`src/rtl/acc_pkg.sv`:
```
// ============================================================================
// acc_pkg : shared types and image constants for the pixel-map accelerator
// Rev 1.0
// ============================================================================
`default_nettype none

package acc_pkg;

   typedef enum logic [2:0] {
      IDLE = 3'd0,
      RD   = 3'd1,
      CAP  = 3'd2,
      WR   = 3'd3,
      DONE = 3'd4
   } state_t;

   typedef enum logic [1:0] {
      MODE_INV = 2'd0,
      MODE_THR = 2'd1,
      MODE_CPY = 2'd2,
      MODE_BRT = 2'd3
   } mode_t;

   localparam int IMG_W     = 352;
   localparam int IMG_H     = 288;
   localparam int IMG_WORDS = 25344;

endpackage

`default_nettype wire

```
`src/rtl/acc_pix_op.sv`:
```
// ============================================================================
// acc_pix_op : combinational per-pixel operation on one 8-bit byte lane
// Rev 1.0
// ============================================================================
`default_nettype none

module acc_pix_op
   import acc_pkg::*;
(
   input  logic [7:0] p,
   input  mode_t      m,
   input  logic [7:0] param,
   output logic [7:0] q
);

   logic [8:0] w_sum;

   // Brighten is summed in 9 bits so the carry drives saturation.
   assign w_sum = {1'b0, p} + {1'b0, param};

   always_comb begin
      q = p;
      case (m)
         MODE_INV: q = 8'hFF - p;
         MODE_THR: q = (p >= param) ? 8'hFF : 8'h00;
         MODE_CPY: q = p;
         MODE_BRT: q = w_sum[8] ? 8'hFF : w_sum[7:0];
         default:  q = p;
      endcase
   end

endmodule

`default_nettype wire

```
`src/rtl/acc_pixmap.sv`:
```
// ============================================================================
// acc_pixmap : streams WORDS words from SRC_BASE through a 4-lane pixel op to
// DST_BASE, three cycles per word. Optional ACC_CYCLE_CNT_EN adds `cycles`.
// Rev 1.0
// ============================================================================
`default_nettype none

module acc_pixmap
   import acc_pkg::*;
#(
   parameter int WORDS    = IMG_WORDS,
   parameter int SRC_BASE = 0,
   parameter int DST_BASE = IMG_WORDS
) (
   input  logic        clk,
   input  logic        reset,
   output logic [15:0] addr,
   input  logic [31:0] dataR,
   output logic [31:0] dataW,
   output logic        en,
   output logic        we,
   input  logic        start,
   output logic        finish,
   input  logic [1:0]  mode,
   input  logic [7:0]  param
`ifdef ACC_CYCLE_CNT_EN
   ,
   output logic [31:0] cycles
`endif
);

   localparam logic [15:0] C_SRC  = 16'(SRC_BASE);
   localparam logic [15:0] C_DST  = 16'(DST_BASE);
   localparam logic [15:0] C_LAST = 16'(WORDS - 1);

   state_t      r_state;
   logic [15:0] r_idx;
   mode_t       r_mode;
   logic [7:0]  r_param;
   logic [31:0] w_result;

   generate
      for (genvar g = 0; g < 4; g++) begin : g_lane
         acc_pix_op u_op (
            .p     (dataR[8*g +: 8]),
            .m     (r_mode),
            .param (r_param),
            .q     (w_result[8*g +: 8])
         );
      end
   endgenerate

   // addr is preloaded on entry to RD/WR so it is valid during the request.
   always_ff @(posedge clk or posedge reset) begin
      if (reset) begin
         r_state <= IDLE;
         r_idx   <= 16'd0;
         r_mode  <= MODE_INV;
         r_param <= 8'd0;
         addr    <= 16'd0;
         dataW   <= 32'd0;
      end else begin
         case (r_state)
            IDLE: begin
               if (start) begin
                  r_mode  <= mode_t'(mode);
                  r_param <= param;
                  r_idx   <= 16'd0;
                  addr    <= C_SRC;
                  r_state <= RD;
               end
            end
            RD: r_state <= CAP;
            CAP: begin
               dataW   <= w_result;
               addr    <= C_DST + r_idx;
               r_state <= WR;
            end
            WR: begin
               if (r_idx == C_LAST) begin
                  r_state <= DONE;
               end else begin
                  r_idx   <= r_idx + 16'd1;
                  addr    <= C_SRC + r_idx + 16'd1;
                  r_state <= RD;
               end
            end
            DONE: begin
               if (!start) r_state <= IDLE;
            end
            default: r_state <= IDLE;
         endcase
      end
   end

   assign en     = (r_state == RD) || (r_state == WR);
   assign we     = (r_state == WR);
   assign finish = (r_state == DONE);

`ifdef ACC_CYCLE_CNT_EN
   logic w_busy;
   assign w_busy = (r_state == RD) || (r_state == CAP) || (r_state == WR);

   always_ff @(posedge clk or posedge reset) begin
      if (reset) begin
         cycles <= 32'd0;
      end else if (r_state == IDLE && start) begin
         cycles <= 32'd0;
      end else if (w_busy && cycles != 32'hFFFF_FFFF) begin
         cycles <= cycles + 32'd1;
      end
   end
`endif

endmodule

`default_nettype wire

```
`config.mk`:
```
export PLATFORM = sky130hd
export DESIGN_NAME = acc_pixmap
export DESIGN_NICKNAME = d
export VERILOG_FILES = /design/src/rtl/acc_pkg.sv /design/src/rtl/acc_pix_op.sv /design/src/rtl/acc_pixmap.sv
export SDC_FILE = /design/constraint.sdc
export NUM_CORES = 1
export LEC_CHECK = 0
export BUFFER_PORTS_ARGS = -buffer_cell sky130_fd_sc_hd__buf_2
export CORE_UTILIZATION = 35
export CTS_CLUSTER_DIAMETER = 150
export DETAILED_ROUTE_END_ITERATION = 8
export PLACE_DENSITY = 0.51
export SKIP_CTS_REPAIR_TIMING = 1
export SLEW_MARGIN = 20
export SYNTH_ARGS = -nofsm -noshare
export SYNTH_HDL_FRONTEND = slang
export SYNTH_SLANG_ARGS = --single-unit
```
`constraint.sdc`:
```
create_clock -name clk -period 4.9 [get_ports clk]
set_clock_uncertainty 0.15 [all_clocks]
set_input_delay 0.245 -clock clk [delete_from_list [all_inputs] [get_ports clk]]
set_output_delay 0.245 -clock clk [all_outputs]
set_load 0.02 [all_outputs]
```
==> results of run 1 <==
routing by layer:
layer | track usage [%] | vias to the layer above | share of wire (%)
li1 | - | 2890 | -
met1 | 31.81 | 2875 | 48
met2 | 33.79 | 217 | 44
met3 | 4.340 | 34 | 5.8
met4 | 7.803 | 0 | 2.0
met5 | 0 | - | 0
final cells by class:
type	count	area (sq um)	share of cell area, %
clock inverter	7	52.55	0.7260
antenna	1	2.502	0.03457
sequential	77	1927	26.62
tap	225	281.5	3.889
timing repair buffer	105	558.0	7.710
inverter	34	128.9	1.780
clock buffer	9	225.2	3.111
multi-input combinational	601	4063	56.13
power by group through the flow:
stage | combinational (mW) | clock [mW] | sequential (mW)
after global routing | 0.641 | 0.706 | 0.751
after global placement | 0.575 | 0 | 0.753
after CTS | 0.582 | 0.676 | 0.743
final | 0.584 | 0.663 | 0.744
after detailed placement | 0.579 | 0 | 0.755
after floorplan | 0.337 | 0 | 0.801
logic make-up after synthesis:
kind of cell,Yosys count,synth area share [%]
buffers and inverters,69,4.457
multiplexers,2,0.3398
AND/OR/NAND/NOR,224,17.65
flip-flops,77,30.78
adder cells (fa/ha/maj),72,14.87
AO/OA/AOI/OAI,271,27.42
XOR/XNOR,32,4.477
cell usage after synthesis (all sizes together) (2+ instances only):
cell	number	share of area [%]
o31a	4	0.56
nor3b	2	0.24
nand2b	13	1.3
xor2	8	1.1
nor4	4	0.40
nor2b	21	2.1
a32oi	2	0.28
inv	33	2.0
nand3	13	1.1
nand2	76	4.6
a22oi	4	0.48
nand3b	2	0.24
o31ai	10	1.2
o311ai	2	0.28
clkbuf	20	1.2
dfrtp	77	31
a211oi	7	0.84
or2	4	0.40
ha	68	14
xnor2	24	3.4
o211ai	9	1.2
o21ai	73	5.8
nor2	44	2.7
and2	5	0.50
o22ai	3	0.30
and4	2	0.28
nor3	15	1.3
a21o	5	0.60
buf	15	1.2
o21a	6	0.72
nand4	6	0.60
and3	8	0.82
a31oi	28	2.8
o41ai	4	0.56
or3	4	0.40
a221oi	3	0.80
fa	4	1.3
a211o	3	0.42
o21bai	8	0.96
a22o	3	0.42
or4	2	0.24
a2111oi	6	1.3
a21oi	83	6.8
sequential cells by signal (all words and copies together) (netlist names):
name and cells:
dataW 32, addr 16, r_idx 16, r_param 8, r_state 3, r_mode 2
critical path: stages (launching register included):
cell       delay, ns
dfrtp_1         0.72
inv_1           0.33
ha_1            0.37
nand2b_1        0.17
a2111oi_1       0.61
o41ai_1         0.20
a31oi_1         0.20
o31ai_1         0.11
a31oi_1         0.18
stage by stage:
| step | hold slack, ns | utilization (%) | instance area, sq um | total power [mW] |
|---|---|---|---|---|
| detailed placement | 0.2975 | 39.91 | 6928 | 1.334 |
| finish | -0.03536 | 41.70 | 7238 | 1.991 |
| CTS | -0.08310 | 41.52 | 7206 | 2.001 |
| floorplan | 0.2118 | - | 6260 | 1.138 |
| global placement | 0.2869 | 39.91 | 6928 | 1.329 |
| global route | 0.002801 | 41.70 | 7238 | 2.098 |
path summary, 6_finish.rpt:
| kind | endpoint | slack (ns) | start | cells past startpoint |
|---|---|---|---|---|
| max in group asynchronous | addr[9] | 3.22 | reset | 4 |
| setup / recovery | dataW[23] | 1.77 | r_param[1] | 8 |
| min in group asynchronous | dataW[15] | 0.43 | reset | 3 |
| hold reg to reg | addr[2] | 0.32 | addr[2] | 2 |
| setup reg to reg | dataW[23] | 1.77 | r_param[1] | 8 |
| hold / removal | r_mode[0] | -0.04 | mode[0] | 3 |
==> out/metrics.cfg, run 1 <==
[yosys]
seq_area_frac_synth_pct = 30.78
synth-edff-count = 0
synth_warnings = 0
synth_nets = 864
async_flop_share_pct = 100.0
yosys_register_bits = 77
netlist_area_sq_um = 6260
synth_cells = 747
synth_ff_type = dfrtp_1
synth_area_per_cell_sq_um = 8.380
ys_types = 74

[timing]
worst_pin_slew_ns = 0.8825
hold_violations = 3
rsz0062_at_grt = false
final-setup-viol-count = 0
tns_ns = 0
layout_setup_ws_ns = 1.771
slew_headroom_pct = 41.10
period_share_pct = 63.86
worst_hold_slack_ns = -0.03536
maxClockFrequency_mhz = 319.6
drv_slew = 0
post-route-min-period_ns = 3.129

[clocking]
clk_latency_ns = 0.35
cts_buffers = 9
ctsHtreeMaxLevel = 3
clkTransAtPathRegs_ns = 0.07
clk_path_buf_depth = 2
root_buffer = clkbuf_16
cts_num_sinks = 77
tritoncts = built

[power_and_ir_drop]
p_seq_share_pct = 37.4
pwr-share-comb_pct = 29.3
p_leak_nw = 3.195
switching_share_pct = 36.39
cellPowerDensity_nw_per_um2 = 275.0
p_switching_mw = 0.7244
power_frac_clock_pct = 33.3
vdd_drop_max_mv = 0.1641
p_int_mw = 1.266

[routing]
first_pass_iters = 6
drt_iter0_markers = 452
routedWlPerCell_um = 18.98
routed-via-count = 6016
remaining_drc_errors = 0
wl_um = 20100
routed_via_density = 5.681
ant_nets = 0

[layout]
layout_commonest_cell = buf_2
layout.nets = 945
drive_above_1_share_pct = 16.93
fin_cells = 1059
layout_common_cells = buf_2 (95), a21oi_1 (81), dfrtp_1 (77)
nFillCells = 1762
areaGrowthSynthToFinish_pct = 15.63

[status]
status = finished with violations
violations = negative hold slack

[critical_path]
cp.required_ns = 5.03
cp-start-kind = register
end_kind = register
cp.arrival_ns = 3.25
crit_type = register to register
worstPathMaxFanout = 9

[global_route]
grt_max_degree = 45
grt_pass1_wl_um = 31620
grt_pass1_vias = 5751
grt.total_usage_pct = 22.47
antenna_found_initial = 2
gr-total-overflow = 0

[placement]
pre_cts_ws_ns = 1.827
place_inst = 1039
numPortBuffers = 95
hpwl_um = 14870
globalplace.congestion = 0.8578

[floorplan]
dieArea_sq_um = 18420
start_util_pct = 36.07
core_sq_um = 17360
ios = 96
die_h_um = 135.7
rows = 48
chipWidth_um = 135.7

[min_path]
hold_path_class = input port to register

[flow_run]
drv_cap = 0

Note: power is estimated with default switching activity, not from simulation.
==> inputs of run 2 (changes only) <==
PLACE_DENSITY = 0.53   (was 0.51)
clock period = 2.85 ns   (was 4.9 ns; I/O delays follow)
==> run 2 against run 1 <==
Effect of this change:
- the flow now finishes without violations
- combinational power grew 82%
- count of clock-buffer cells in the layout increased by 1
- routed wire length increased by 0.16%
- utilization grew 2.8 points
- critical path depth shrank 1
- critical path type unchanged
- critical endpoint is now dataW[31]
==> out/metrics.cfg, run 2 (synthesized netlist as in run 1, its figures left out) <==
[status]
status = finished clean

[layout]
largest-register = dataW
areaGrowthSynthToFinish_pct = 23.49
fin_cells = 1107  ; +4.5%
largest_reg_flops = 32  ; unchanged
layout_common_cells = buf_2 (95), a21oi_1 (80), nand2_1 (75)
drive_above_1_share_pct = 19.73  ; +2.8 points
diodes = 0  ; -1
layout_commonest_cell = buf_2
layout.nets = 994  ; +5.2%
design_area_sq_um = 7730  ; +6.8%
reg_top3 = dataW (32), addr (16), r_idx (16)

[timing]
slew_headroom_pct = 65.81  ; +25 points
final-setup-viol-count = 0  ; unchanged
period_share_pct = 97.95  ; +34 points
post-route-min-period_ns = 2.791  ; -0.3375 ns
worst_hold_slack_ns = 0.001914  ; +0.03727 ns
tns_ns = 0  ; unchanged
rsz0062_at_grt = true
worst_pin_slew_ns = 0.5116  ; -0.3709 ns
hold_violations = 0  ; -3
drv_slew = 0  ; unchanged
maxClockFrequency_mhz = 358.2  ; +12%

[clocking]
cts_buffers = 9  ; unchanged
clk_latency_ns = 0.35  ; about the same
cts_num_sinks = 77  ; unchanged
clkTransAtPathRegs_ns = 0.06  ; about the same
ctsHtreeMaxLevel = 3  ; unchanged
root_buffer = clkbuf_16
tritoncts = built
clk_path_buf_depth = 2  ; unchanged

[global_route]
gr-total-overflow = 0  ; unchanged
grt_pass1_vias = 5746  ; -0.087%
antenna_found_initial = 0  ; -2
grt.total_usage_pct = 22.53  ; +0.061 points
grt_max_degree = 78  ; +73%
grt_pass1_wl_um = 31450  ; -0.54%

[placement]
dpl-instance-area_sq_um = 7141  ; +3.1%
numPortBuffers = 95  ; unchanged
place_inst = 1064  ; +2.4%
hpwl_um = 14700  ; -1.2%
globalplace.congestion = 0.8894  ; +3.7%

[routing]
drt_iter0_markers = 362  ; -20%
ant_nets = 0  ; unchanged
remaining_drc_errors = 0  ; unchanged
wl_um = 20130  ; +0.16%
routed_via_density = 5.521  ; -2.8%
routed-via-count = 6112  ; +1.6%
routedWlPerCell_um = 18.18  ; -4.2%
first_pass_iters = 5  ; -1

[critical_path]
cp.arrival_ns = 2.87  ; -0.38 ns
critical-path-max-stage-delay_ns = 0.54  ; -0.18 ns
crit_type = register to register
cp_cell_sequence = inv_1 > ha_1 > inv_2 > a2111oi_4 > a21oi_2 > or3b_1 > a221o_1
cp.required_ns = 2.93  ; -2.10 ns
cp-start-kind = register
end_kind = register
worstPathMaxFanout = 8  ; -1
cp_slowest_cell = dfrtp_1

[floorplan]
start_util_pct = 36.07  ; unchanged
chipWidth_um = 135.7  ; unchanged
core_sq_um = 17360  ; unchanged
die_h_um = 135.7  ; unchanged
dieArea_sq_um = 18420  ; unchanged
ios = 96  ; unchanged
rows = 48  ; unchanged

[power_and_ir_drop]
cellPowerDensity_nw_per_um2 = 461.6  ; +68%
p_leak_nw = 3.428  ; +7.3%
vdd_drop_max_mv = 0.2987  ; +82%

[flow_run]
drv_cap = 0  ; unchanged

[min_path]
hold_path_class = input port to register

==> run 2: area by class of cell <==
cell class / instances / area [sq um]
clock buffer: 10 / 239.0
clock inverter: 6 / 70.07
fill: 1773 / 9627
inverter: 34 / 132.6
multi-input combinational: 601 / 4070
sequential: 77 / 1931
tap: 225 / 281.5
timing repair buffer: 154 / 1006
==> run 2: critical path: cells and delay by family (launching register included) <==
kind / cells / cell delay (ns)
buffers and inverters: 2 / 0.34
AND/OR/NAND/NOR: 1 / 0.39
AO/OA/AOI/OAI: 3 / 0.80
flip-flops: 1 / 0.54
adder cells (fa/ha/maj): 1 / 0.45
==> run 2: power by group <==
part	internal, mW	switching [mW]	leakage [nW]	total (mW)
clock network	0.709	0.521	0.153	1.23
logic	0.430	0.631	2.38	1.06
registers	1.19	0.0834	0.897	1.28
total	2.33	1.24	3.43	3.57
==> run 2: worst paths after layout <==
path                            start          to  slack, ns  cells after the start
min in group asynchronous       reset   dataW[12]       0.27                      4
max                        r_param[5]   dataW[31]       0.06                      7
min reg2reg                  addr[10]    addr[10]       0.32                      2
max reg2reg                r_param[5]   dataW[31]       0.06                      7
max in group asynchronous       reset  r_param[4]       1.92                      4
min                         dataR[29]   dataW[29]      0.002                      3
==> run 2: per-stage QoR <==
| step | setup WS [ns] | power [mW] | utilization, % |
|---|---|---|---|
| floorplan | 0.4368 | 1.957 | - |
| global placement | 0.03208 | 2.301 | 41.14 |
| CTS | -0.004759 | 3.568 | 42.92 |
| global route | -0.01534 | 3.752 | 44.54 |
| detailed placement | 0.01219 | 2.317 | 41.14 |
| finish | 0.05857 | 3.568 | 44.54 |
==> run 2: per-layer routing <==
metal | vias to the layer above | global-route usage (%) | routed length (um)
met5 | - | 0 | 0
met4 | 0 | 8.115 | 385
met3 | 30 | 3.105 | 1065
met2 | 185 | 34.75 | 9219
met1 | 2919 | 31.84 | 9457
li1 | 2978 | - | -
